==> src/rtl/led_mode_sched.sv <==
// led_mode_sched: LED pattern mode controller.
// Arbitrates PS requests, a debounced local pushbutton and an auto-cycle
// timer (priority PS > button > auto).
// Every accepted change is routed through a blanking interval, during which
// mode is forced to 2'b00, before the new mode is applied.
// Optional build macro LED_MODE_SCHED_LOCK_EN adds the ps_lock input. While
// ps_lock is high, button and auto events are suppressed and PS requests
// still pass.
module led_mode_sched #(
  parameter int CLK_FREQ    = 100_000_000,
  parameter int DWELL_SEC   = 5,
  parameter int DEBOUNCE_MS = 20,
  parameter int BLANK_CYC   = 1_000_000
) (
  input  logic       clk,
  input  logic       rst_n,
  input  logic [1:0] ps_mode,
  input  logic       ps_req,
  input  logic       ps_auto,
`ifdef LED_MODE_SCHED_LOCK_EN
  input  logic       ps_lock,
`endif
  input  logic       btn,
  output logic [1:0] mode,
  output logic       mode_chg,
  output logic [1:0] src
);

  localparam longint DWELL_CYC = longint'(DWELL_SEC) * longint'(CLK_FREQ);
  localparam longint DB_CYC    = (longint'(DEBOUNCE_MS) * longint'(CLK_FREQ)) / 64'sd1000;
  localparam longint BL_CYC    = longint'(BLANK_CYC);

  // Counter widths cover 0..terminal; a minimum of one bit keeps degenerate
  // configurations legal.
  localparam int DW_W = (DWELL_CYC > 1) ? $clog2(DWELL_CYC) : 1;
  localparam int DB_W = (DB_CYC    > 1) ? $clog2(DB_CYC)    : 1;
  localparam int BL_W = (BL_CYC    > 1) ? $clog2(BL_CYC)    : 1;

  localparam logic [DW_W-1:0] DWELL_LAST = DW_W'(DWELL_CYC - 1);
  localparam logic [DB_W-1:0] DB_LAST    = (DB_CYC > 0) ? DB_W'(DB_CYC - 1) : '0;
  localparam logic [BL_W-1:0] BL_LAST    = BL_W'(BL_CYC - 1);

  localparam logic [1:0] SRC_RST  = 2'b00;
  localparam logic [1:0] SRC_PS   = 2'b01;
  localparam logic [1:0] SRC_BTN  = 2'b10;
  localparam logic [1:0] SRC_AUTO = 2'b11;

  typedef enum logic {HOLD, BLANK} state_e;

  state_e          state_q, state_d;
  logic [1:0]      cur_q, cur_d;
  logic [1:0]      tgt_q, tgt_d;
  logic [1:0]      psrc_q, psrc_d;
  logic [1:0]      src_d;
  logic [1:0]      mode_d;
  logic            chg_d;
  logic [DW_W-1:0] dwell_q, dwell_d;
  logic [BL_W-1:0] blank_q, blank_d;

  logic            btn_s1, btn_s2;
  logic            db_lvl;
  logic [DB_W-1:0] db_cnt;
  logic            btn_evt;

  logic            lock;
  logic            ev_btn, ev_auto, ev_any;
  logic [1:0]      cand, cand_src, auto_next, fin_mode, fin_src;

`ifdef LED_MODE_SCHED_LOCK_EN
  assign lock = ps_lock;
`else
  assign lock = 1'b0;
`endif

  // Synchronise the raw button, debounce it and flag debounced rising edges.
  always_ff @(posedge clk or negedge rst_n) begin
    if (!rst_n) begin
      btn_s1  <= 1'b0;
      btn_s2  <= 1'b0;
      db_lvl  <= 1'b0;
      db_cnt  <= '0;
      btn_evt <= 1'b0;
    end else begin
      btn_s1  <= btn;
      btn_s2  <= btn_s1;
      btn_evt <= 1'b0;
      if (btn_s2 != db_lvl) begin
        if (db_cnt == DB_LAST) begin
          db_lvl  <= btn_s2;
          db_cnt  <= '0;
          btn_evt <= btn_s2;
        end else begin
          db_cnt <= db_cnt + DB_W'(1);
        end
      end else begin
        db_cnt <= '0;
      end
    end
  end

  // Pick at most one event per cycle and form its candidate mode.
  always_comb begin
    ev_btn    = btn_evt & ~lock;
    ev_auto   = ps_auto & ~lock & (state_q == HOLD) & (dwell_q == DWELL_LAST);
    ev_any    = ps_req | ev_btn | ev_auto;
    auto_next = ((cur_q == 2'b11) || (cur_q == 2'b00)) ? 2'b01 : cur_q + 2'd1;
    cand      = cur_q;
    cand_src  = SRC_PS;
    if (ps_req) begin
      cand     = ps_mode;
      cand_src = SRC_PS;
    end else if (ev_btn) begin
      cand     = cur_q + 2'd1;
      cand_src = SRC_BTN;
    end else if (ev_auto) begin
      cand     = auto_next;
      cand_src = SRC_AUTO;
    end
  end

  // Next-state and output logic for the HOLD/BLANK scheduler.
  always_comb begin
    state_d  = state_q;
    cur_d    = cur_q;
    tgt_d    = tgt_q;
    psrc_d   = psrc_q;
    src_d    = src;
    mode_d   = mode;
    chg_d    = 1'b0;
    dwell_d  = dwell_q;
    blank_d  = blank_q;
    fin_mode = tgt_q;
    fin_src  = psrc_q;
    case (state_q)
      HOLD: begin
        mode_d = cur_q;
        if (ps_auto && !lock) begin
          dwell_d = dwell_q + DW_W'(1);
        end else begin
          dwell_d = '0;
        end
        if (ev_auto) begin
          dwell_d = '0;
        end
        if (ev_any && (cand != cur_q)) begin
          tgt_d   = cand;
          psrc_d  = cand_src;
          state_d = BLANK;
          blank_d = '0;
          mode_d  = 2'b00;
          dwell_d = '0;
        end
      end
      BLANK: begin
        mode_d  = 2'b00;
        dwell_d = '0;
        // A late event retargets the blank without restarting it.
        if (ev_any) begin
          tgt_d    = cand;
          psrc_d   = cand_src;
          fin_mode = cand;
          fin_src  = cand_src;
        end
        if (blank_q == BL_LAST) begin
          cur_d   = fin_mode;
          src_d   = fin_src;
          mode_d  = fin_mode;
          chg_d   = 1'b1;
          state_d = HOLD;
          blank_d = '0;
        end else begin
          blank_d = blank_q + BL_W'(1);
        end
      end
      default: begin
        state_d = HOLD;
      end
    endcase
  end

  // Scheduler state and registered outputs.
  always_ff @(posedge clk or negedge rst_n) begin
    if (!rst_n) begin
      state_q  <= HOLD;
      cur_q    <= 2'b00;
      tgt_q    <= 2'b00;
      psrc_q   <= SRC_RST;
      src      <= SRC_RST;
      mode     <= 2'b00;
      mode_chg <= 1'b0;
      dwell_q  <= '0;
      blank_q  <= '0;
    end else begin
      state_q  <= state_d;
      cur_q    <= cur_d;
      tgt_q    <= tgt_d;
      psrc_q   <= psrc_d;
      src      <= src_d;
      mode     <= mode_d;
      mode_chg <= chg_d;
      dwell_q  <= dwell_d;
      blank_q  <= blank_d;
    end
  end

endmodule

==> config.mk <==
export PLATFORM = sky130hd
export DESIGN_NAME = led_mode_sched
export DESIGN_NICKNAME = d
export VERILOG_FILES = /design/src/rtl/led_mode_sched.sv
export SDC_FILE = /design/constraint.sdc
export NUM_CORES = 1
export LEC_CHECK = 0
export ABC_AREA = 1
export BUFFER_PORTS_ARGS = -buffer_cell sky130_fd_sc_hd__buf_2
export CAP_MARGIN = 10
export CORE_ASPECT_RATIO = 0.7
export CORE_UTILIZATION = 45
export DETAILED_ROUTE_END_ITERATION = 6
export GPL_TIMING_DRIVEN = 0
export PLACE_DENSITY = 0.71
export RECOVER_POWER = 50
export SLEW_MARGIN = 20
export SYNTH_ARGS = -nofsm -noshare
export SYNTH_HDL_FRONTEND = slang
export SYNTH_SLANG_ARGS = --single-unit
export TNS_END_PERCENT = 1
==> constraint.sdc <==
create_clock -name clk -period 4.17 [get_ports clk]
set_clock_uncertainty 0.1 [all_clocks]
set_input_delay 0.834 -clock clk [delete_from_list [all_inputs] [get_ports clk]]
set_output_delay 0.834 -clock clk [all_outputs]
set_load 0.01 [all_outputs]
* Word-level counts from Yosys, hierarchy flattened
Index checks and enable logic that the tools add are counted.
** Word-level totals
- Register bits after elaboration :: 86
- Latch bits :: 0
- RAM bits :: 0
- ROM bits :: 0
- Input port bits :: 7
- Output and inout bits :: 5
- Memories kept :: 0
** Cells by class
- Add/sub/neg operators :: 4
- Multipliers :: 0
- Div/mod/pow operators :: 0
- $lt $le $gt $ge :: 0
- Equality and inequality tests :: 7
- Shift operators :: 0
- Mux-type cells :: 32
- Bitwise logic cells :: 5
- Reductions and logical operators :: 5
** Operators with widths (count)
- 29-bit 2-to-1 mux :: 3
- 29-bit one-hot mux with 2 select lines :: 1
- 21-bit 2-to-1 mux :: 2
- 20-bit 2-to-1 mux :: 2
- 20-bit one-hot mux with 2 select lines :: 1
- 29-bit by 1-bit adder with 29-bit output, second input constant :: 1
- 29-bit == test, second input constant :: 1
- 2-bit 2-to-1 mux :: 13
- 21-bit by 1-bit adder with 21-bit output, second input constant :: 1
- 21-bit == test, second input constant :: 1
- 20-bit by 1-bit adder with 20-bit output, second input constant :: 1
- 20-bit == test, second input constant :: 1
- 2-bit one-hot mux with 2 select lines :: 3
- 1-bit 2-to-1 mux :: 6
- 2-bit AND reduction :: 2
- 2-bit by 1-bit adder with 2-bit output, second input constant :: 1
- 1-bit AND :: 2
- 2-bit == test, second input constant :: 1
- 2-bit zero test :: 1
- 2-bit by 1-bit inequality test with 1-bit output, second input constant :: 1
- 2-bit inequality test :: 1
- 1-bit bitwise OR :: 2
- 1-bit one-hot mux with 2 select lines :: 1
- 1-bit logical AND :: 1
- 3 further kinds :: 3

* Depth between registers and ports, before layout
Gate-level depths: netlist of run 1.
- Depth after elaboration :: 10
- Depth in mapped cells :: 16
- Gate-level depth less buffers :: 15

* Worst setup path before layout of run 1
No wires, ideal clock.
- Path kind :: input to register
- Start point :: input ps_auto
- End point :: register blank_q[16]
- Arrival :: 2.189 ns
- Path slack :: 1.760 ns
- Stages on the path :: 13
- Path buffers :: 2
- Cell sequence :: buf_2 inv_2 nor2_1 nand2_1 nor2_2 nand2_2 nand2_2 nand3_2 a21oi_2 nor2_8 buf_2 nand4_1 nand2_1
** On the way
- Cells in the longest elaborated chain, start to end :: 8
- Elaborated cells between the ends (all ways) :: 9
- Those cells by class :: eq/ne (2); mux (3); bitwise (3); reduce/logical (1)
** RTL lines
- start: declaration :: RTL line 19 : input logic ps_auto,
- 1-bit AND * (2 in series) :: RTL line 104 : ev_auto = ps_auto & ~lock & (state_q == HOLD) & (dwell_q == DWELL_LAST);
- 2-bit 2-to-1 mux :: RTL line 115 : end else if (ev_auto) begin
- 2-bit 2-to-1 mux :: RTL line 112 : end else if (ev_btn) begin
- 2-bit 2-to-1 mux :: RTL line 109 : if (ps_req) begin
- 2-bit inequality test :: RTL line 145 : if (ev_any && (cand != cur_q)) begin
- 1-bit logical AND * :: RTL line 145
- 2-bit by 1-bit inequality test with 1-bit output (no source line) *
- end signal: assignment :: RTL line 202 : blank_q <= blank_d;
- end: declaration :: RTL line 58 : logic [BL_W-1:0] blank_q, blank_d;
Mark *: on every way between the ends. The rest lies on a longest branch, timed or not.
A chain may end at the register's enable or synchronous reset.

* Worst setup path after layout of run 1
- Start point :: register dwell_q[0]
- End point :: register dwell_q[28]
** On the way
- Cells in the longest elaborated chain, start to end :: 9
- Elaborated cells between the ends (all ways) :: 13
- Those cells by class :: add/sub (1); eq/ne (2); mux (7); bitwise (2); reduce/logical (1)
** RTL lines
- start: declaration :: RTL line 57 : logic [DW_W-1:0] dwell_q, dwell_d;
- start signal: assignment :: RTL line 201 : dwell_q <= dwell_d;
- parallel branches: the longest is 7 deep, another holds 29-bit by 1-bit adder with 29-bit output
- 29-bit 2-to-1 mux * :: RTL line 145
- 29-bit one-hot mux with 2 select lines * :: RTL line 134 : case (state_q)
- named net dwell_d[28] :: RTL line 57
Mark *: on every way through the listed nets, which the timed path passes.

==> summary.txt, run 1 <==
Setup path
  • CP peak stage delay: 0.78 ns
  • Worst Path Buf+Inv: 1
  • Crit. End Element: flip-flop
  • Most Frequent Cell on Critical Path: nor2_4
  • Worst-path cell chain: ha_1 > nand2_1 > nor2_4 > nand2_2 > nor2_4 > a21oi_1 > clkbuf_1 > nand3_1 > nor2_1
  • CP max-delay cell: a21oi_1
  • CP Launch Type: flip-flop
  • Top Family by Delay on Critical Path: compound AO/OA/AOI/OAI gates
  • Worst EP required: 4.34 ns
  • Kind of critical path: reg2reg
  • Worst Path Max Fanout: 10
  • CP Data Arrival Time: 2.93 ns

Timing
  • Worst-Margin Slew: 2.40 ns
  • Post-route setup TNS: 0 ns
  • Fin Hold WS: 0.252 ns
  • Hold Vio Cnt, Final: 0
  • Final setup margin: 1.41 ns
  • Slew headroom: -0.597
  • Fin. max-slew vios: 44
  • Tmin final: 2.76 ns
  • F_max: 0.362 GHz
  • Tcrit/Tclk final: 0.662
  • RSZ-0062 raised after global routing: no
  • Final setup viols: 0

Logic synthesis
  • Post-synth EDFFs: 0
  • Most common cell in the netlist: nand2_1
  • Seq cells post-synth: 86
  • Syn nets: 690
  • Post-synth top area cell: dfrtp_1
  • Post-synth top area share: 0.431
  • Register area share after synthesis: 0.431
  • Post-Syn Instances: 679
  • Area contributors post-synth: dfrtp_1 43%, nand2_1 12%, nor2_1 7.0%
  • Syn. warnings: 0
  • Async set or reset register ratio after synthesis: 1.00
  • Distinct cells, synth: 38
  • Syn Area/Cell: 7.36 um^2
  • Post-Syn Area: 5000 um^2
  • Post-synth top cells: 160 x nand2_1, 93 x nor2_1, 86 x dfrtp_1, 63 x inv_1, 58 x nand3_1
  • Dominant synthesized flop cell: dfrtp_1

Outcome
  • Violated checks: max-capacitance violations, max-slew violations
  • Status: finished, violations left

Global routing
  • Grt ovf: 0
  • Largest net degree at the start of global routing: 45
  • Total GRT Usage: 0.222
  • Initial antenna violation count: 0
  • Vias in the first global route: 4138
  • Global-route wire length before repair: 20200 um

Route
  • Initial DRC Count: 442
  • Routed vias: 4664
  • Wire length per cell: 14.0 um
  • Vias per inst: 5.48
  • Metal2 WL: 4720 um
  • Met1 WL: 6230 um
  • Drt pass-1 iters: 5
  • Routed WL: 11900 um
  • Top layer in use: met4
  • Final ANT Viol Nets: 0
  • Metal3 WL: 870 um
  • DRC Markers: 0

Clocking
  • # resized after CTS: 0
  • Clk slew on worst S/H paths: 0.06 ns
  • Hold_buf cts: 0
  • H-Tree Depth: 3
  • Clk Latency, worst-skew pair: 0.34 ns
  • Clk sinks: 86
  • Num CTS Buffers: 9
  • Post-CTS Setup Bufs: 0
  • Clk buf depth: 2
  • Root Buffer: clkbuf_16
  • TritonCTS clock tree: done

Placement
  • Worst slack, placed: 1.17 ns
  • Number of buffers added on ports: 10
  • Dpl cells: 838
  • Final Wtd Congestion: 0.956
  • DP HPWL: 8810 um

Finish
  • Cell Count, Final, Fillers Out: 851
  • Final net count: 712
  • Diodes inserted: 0
  • Core Util, Final: 0.527
  • Layout Area Growth over Synthesis: 11.6%
  • Share of cells above drive strength 1: 0.105

Power and ir drop
  • Leak: 0.00249 uW
  • Maximum VDD drop: 0.235 mV
  • Power per standard cell area: 324 nW/um^2

Die
  • Die width: 128 um
  • Num ports: 12
  • Die area: 11500 um^2
  • Core Area: 10600 um^2
  • Row count: 31
  • Initial Util: 0.472
  • Chip Height: 90.2 um

Run
  • Maxcap violations: 1

Min path
  • Worst min path class: reg2reg
worst register-to-register path: cells and delay by family, from the launching register on:
kind / cells / cell delay, ns
and+or+nand+nor: 6 / 0.69
buffers and inverters: 1 / 0.50
AOI/OAI and AO/OA: 1 / 0.78
adders and majority gates: 1 / 0.22
DFF: 1 / 0.41
sequential cells by signal (all words and copies together) (netlist names):
name      flops
state_q       1
btn_evt       1
psrc_q        2
cur_q         2
blank_q      20
db_cnt       21
btn_s1        1
tgt_q         2
mode_chg      1
dwell_q      29
src           2
db_lvl        1
btn_s2        1
mode          2
logic make-up after synthesis:
kind of cell | after synthesis | synth area share
flip-flops | 86 | 0.431
buffers and inverters | 90 | 0.0723
AND/OR/NAND/NOR | 439 | 0.412
AO/OA/AOI/OAI | 51 | 0.0591
XOR/XNOR | 9 | 0.0158
adder cells (fa/ha/maj) | 4 | 0.0100
path summary, 6_finish.rpt:
kind / start / end / slack [ns] / depth (start not counted)
setup / recovery: dwell_q[0] / dwell_q[28] / 1.41 / 9
hold / removal: btn_s1 / btn_s2 / 0.25 / 0
setup reg to reg: dwell_q[0] / dwell_q[28] / 1.41 / 9
hold reg to reg: btn_s1 / btn_s2 / 0.25 / 0
max in group asynchronous: rst_n / blank_q[13] / 1.48 / 1
min in group asynchronous: rst_n / dwell_q[17] / 1.12 / 1
cell type report:
class	instances	area (um^2)
inverter	75	283
sequential	86	2150
buffer	15	78.8
fill	1017	5010
multi-input combinational	503	2480
tap	148	185
clock inverter	4	98.8
clock buffer	9	225
timing repair buffer	11	68.8
power by group:
part	switching (uW)	internal [uW]	total [uW]
Combinational	50.7	16.7	67.3
Sequential	3.72	840	844
Clock	319	576	896
Total	374	1430	1810
cells in the final DEF (no fill, tap or decap), types with 4 or more instances in the layout:
cell       count
nand2_1      160
a21oi_1       13
ha_1           4
buf_2         15
nor2_1        93
clkbuf_16      9
inv_2          9
clkbuf_1       8
or2_2         17
dfrtp_1       86
nand2_2        5
o211ai_1       4
nand4_1       44
nor4_1        17
nand3_1       58
o21ai_0       22
inv_1         63
xor2_1         9
nor3_1        26
nand3b_1       6
per-stage QoR:
step | power, uW | area (um^2)
floorplan | 893 | 5000
global placement | 922 | 5230
CTS | 1820 | 5580
detailed placement | 927 | 5260
global route | 1870 | 5580
finish | 1810 | 5580
layer usage:
layer,GRT usage,up-vias
met5,0,-
met4,0.0480,0
met3,0.0494,7
met2,0.303,176
met1,0.352,2188
li1,-,2293
No activity file was read; power rests on OpenSTA's default activity.
==> run 2, diff against run 1 <==
==> constraint.sdc (replaced) <==
create_clock -name clk -period 2.7 [get_ports clk]
set_clock_uncertainty 0.1 [all_clocks]
set_input_delay 0.54 -clock clk [delete_from_list [all_inputs] [get_ports clk]]
set_output_delay 0.54 -clock clk [all_outputs]
set_load 0.01 [all_outputs]
==> summary.txt, run 2 (same netlist as run 1, synthesis figures left out) <==
Setup path
  • Worst Path Max Fanout: 10 (unchanged)
  • Worst Path Buf+Inv: 1 (unchanged)
  • Worst-path cell chain: ha_1 > nand2_1 > nor2_4 > nand2_2 > nor2_4 > nand2_2 > nand2_2 > nand3_2 > nand2_2 > nor2_2 > nor2_8 > nand3_4 > buf_6 > nor2_1
  • Top Family by Delay on Critical Path: simple AND/OR/NAND/NOR gates
  • Crit. End Element: flip-flop
  • Most Frequent Cell on Critical Path: nand2_2
  • CP Launch Type: flip-flop
  • CP Data Arrival Time: 2.64 ns (-0.29 ns)
  • Kind of critical path: reg2reg
  • CP peak stage delay: 0.39 ns (-0.39 ns)
  • CP max-delay cell: dfrtp_1
  • Worst EP required: 2.86 ns (-1.48 ns)

Timing
  • Final setup margin: 0.225 ns (-1.18 ns)
  • Tcrit/Tclk final: 0.917 (+0.254)
  • Worst-Margin Slew: 1.08 ns (-1.31 ns)
  • Post-route setup TNS: 0 ns (unchanged)
  • Slew headroom: 0.277 (+0.874)
  • Hold Vio Cnt, Final: 0 (unchanged)
  • Tmin final: 2.47 ns (-0.287 ns)
  • RSZ-0062 raised after global routing: no
  • F_max: 0.404 GHz (+12%)
  • Fin. max-slew vios: 0 (-100%)
  • Final setup viols: 0 (unchanged)

Placement
  • Number of buffers added on ports: 10 (unchanged)
  • Worst slack, placed: -0.0676 ns (-1.24 ns)
  • Dpl cells: 838 (unchanged)
  • Final Wtd Congestion: 0.956 (unchanged)
  • DP HPWL: 8810 um (unchanged)

Finish
  • Most common cell after layout, fill and taps aside: nand2_1
  • Largest reg by FF count: dwell_q
  • Layout Area Growth over Synthesis: 11.6% (about the same)
  • Commonest non-fill, non-tap cells in the layout: 160 x nand2_1, 93 x nor2_1, 86 x dfrtp_1
  • Share of cells above drive strength 1: 0.110 (+0.00427)
  • Cell Count, Final, Fillers Out: 851 (unchanged)
  • Final net count: 712 (unchanged)
  • Diodes inserted: 0 (unchanged)
  • Largest regs: dwell_q x29, db_cnt x21, blank_q x20
  • Largest register FFs: 29 (unchanged)

Power and ir drop
  • Power Total: 2780 uW (+54%)
  • Power per standard cell area: 499 nW/um^2 (+54%)
  • Leak: 0.00249 uW (about the same)
  • Maximum VDD drop: 0.364 mV (+55%)

Global routing
  • Total GRT Usage: 0.222 (+0.000259)
  • Largest net degree at the start of global routing: 45 (unchanged)
  • Vias in the first global route: 4143 (+0.12%)
  • Initial antenna violation count: 0 (unchanged)
  • Grt ovf: 0 (unchanged)
  • Global-route wire length before repair: 20200 um (about the same)

Clocking
  • Clk buf depth: 2 (unchanged)
  • Clk Latency, worst-skew pair: 0.34 ns (about the same)
  • Clk slew on worst S/H paths: 0.06 ns (about the same)
  • Num CTS Buffers: 9 (unchanged)
  • TritonCTS clock tree: done
  • Clk sinks: 86 (unchanged)
  • Root Buffer: clkbuf_16
  • H-Tree Depth: 3 (unchanged)

Route
  • Wire length per cell: 14.0 um (+0.29%)
  • Routed vias: 4703 (+0.84%)
  • Vias per inst: 5.53 (+0.84%)
  • DRC Markers: 0 (unchanged)
  • Final ANT Viol Nets: 0 (unchanged)
  • Routed WL: 11900 um (+0.29%)
  • Drt pass-1 iters: 5 (unchanged)
  • Initial DRC Count: 440 (-0.45%)

Die
  • Core Area: 10600 um^2 (unchanged)
  • Die width: 128 um (unchanged)
  • Chip Height: 90.2 um (unchanged)
  • Die area: 11500 um^2 (unchanged)
  • Row count: 31 (unchanged)
  • Initial Util: 0.472 (unchanged)
  • Num ports: 12 (unchanged)

Outcome
  • Status: complete, no violations

Min path
  • Worst min path class: in2reg

Run
  • Maxcap violations: 0 (-1)
==> run 2: cell count changes in the layout (fill, tap and decap cells not counted), sizes merged <==
cell and delta:
buf -2, clkbuf +2
==> run 2: repair_timing <==
item | 4_1_cts | 5_1_grt
gates resized for setup | 1 | 3
pin swaps | 0 | 0
buffers inserted | 0 | 0
hold buffers | 0 | 0
setup endpoints to repair | 10 | 10
==> run 2: area by class of cell <==
cell class,count,area (um^2)
buffer,15,81.3
clock buffer,9,225
multi-input combinational,503,2500
clock inverter,4,98.8
fill,1015,5010
timing repair buffer,11,55.1
inverter,75,283
tap,148,185
sequential,86,2150
==> run 2: per-stage QoR <==
| step | util | instance area (um^2) | hold slack [ns] |
|---|---|---|---|
| after floorplan | - | 5000 | 0.144 |
| after global placement | 0.494 | 5230 | 0.237 |
| after detailed placement | 0.496 | 5260 | 0.242 |
| after CTS | 0.527 | 5580 | 0.113 |
| after global routing | 0.527 | 5580 | 0.195 |
| final | 0.527 | 5580 | 0.206 |
==> run 2: power by group <==
group | internal [uW] | switching (uW) | total, uW
sequential | 1300 | 5.68 | 1300
clock | 890 | 490 | 1380
combinational | 23.9 | 78.4 | 102
==> run 2: path summary, 6_finish.rpt <==
path | endpoint | startpoint | cells after the start | slack (ns)
setup / recovery | dwell_q[23] | dwell_q[0] | 14 | 0.23
hold / removal | btn_s1 | btn | 1 | 0.21
setup reg to reg | dwell_q[23] | dwell_q[0] | 14 | 0.23
hold reg to reg | btn_s2 | btn_s1 | 0 | 0.25
max in group asynchronous | btn_evt | rst_n | 2 | 0.59
min in group asynchronous | dwell_q[17] | rst_n | 1 | 0.29
==> run 2: routing by layer <==
layer / track usage / up-vias / routed length (um)
met5: 0 / - / 0
met3: 0.0494 / 7 / 886
met1: 0.351 / 2215 / 6200
met4: 0.0480 / 0 / 92
li1: - / 2298 / -
met2: 0.304 / 183 / 4760
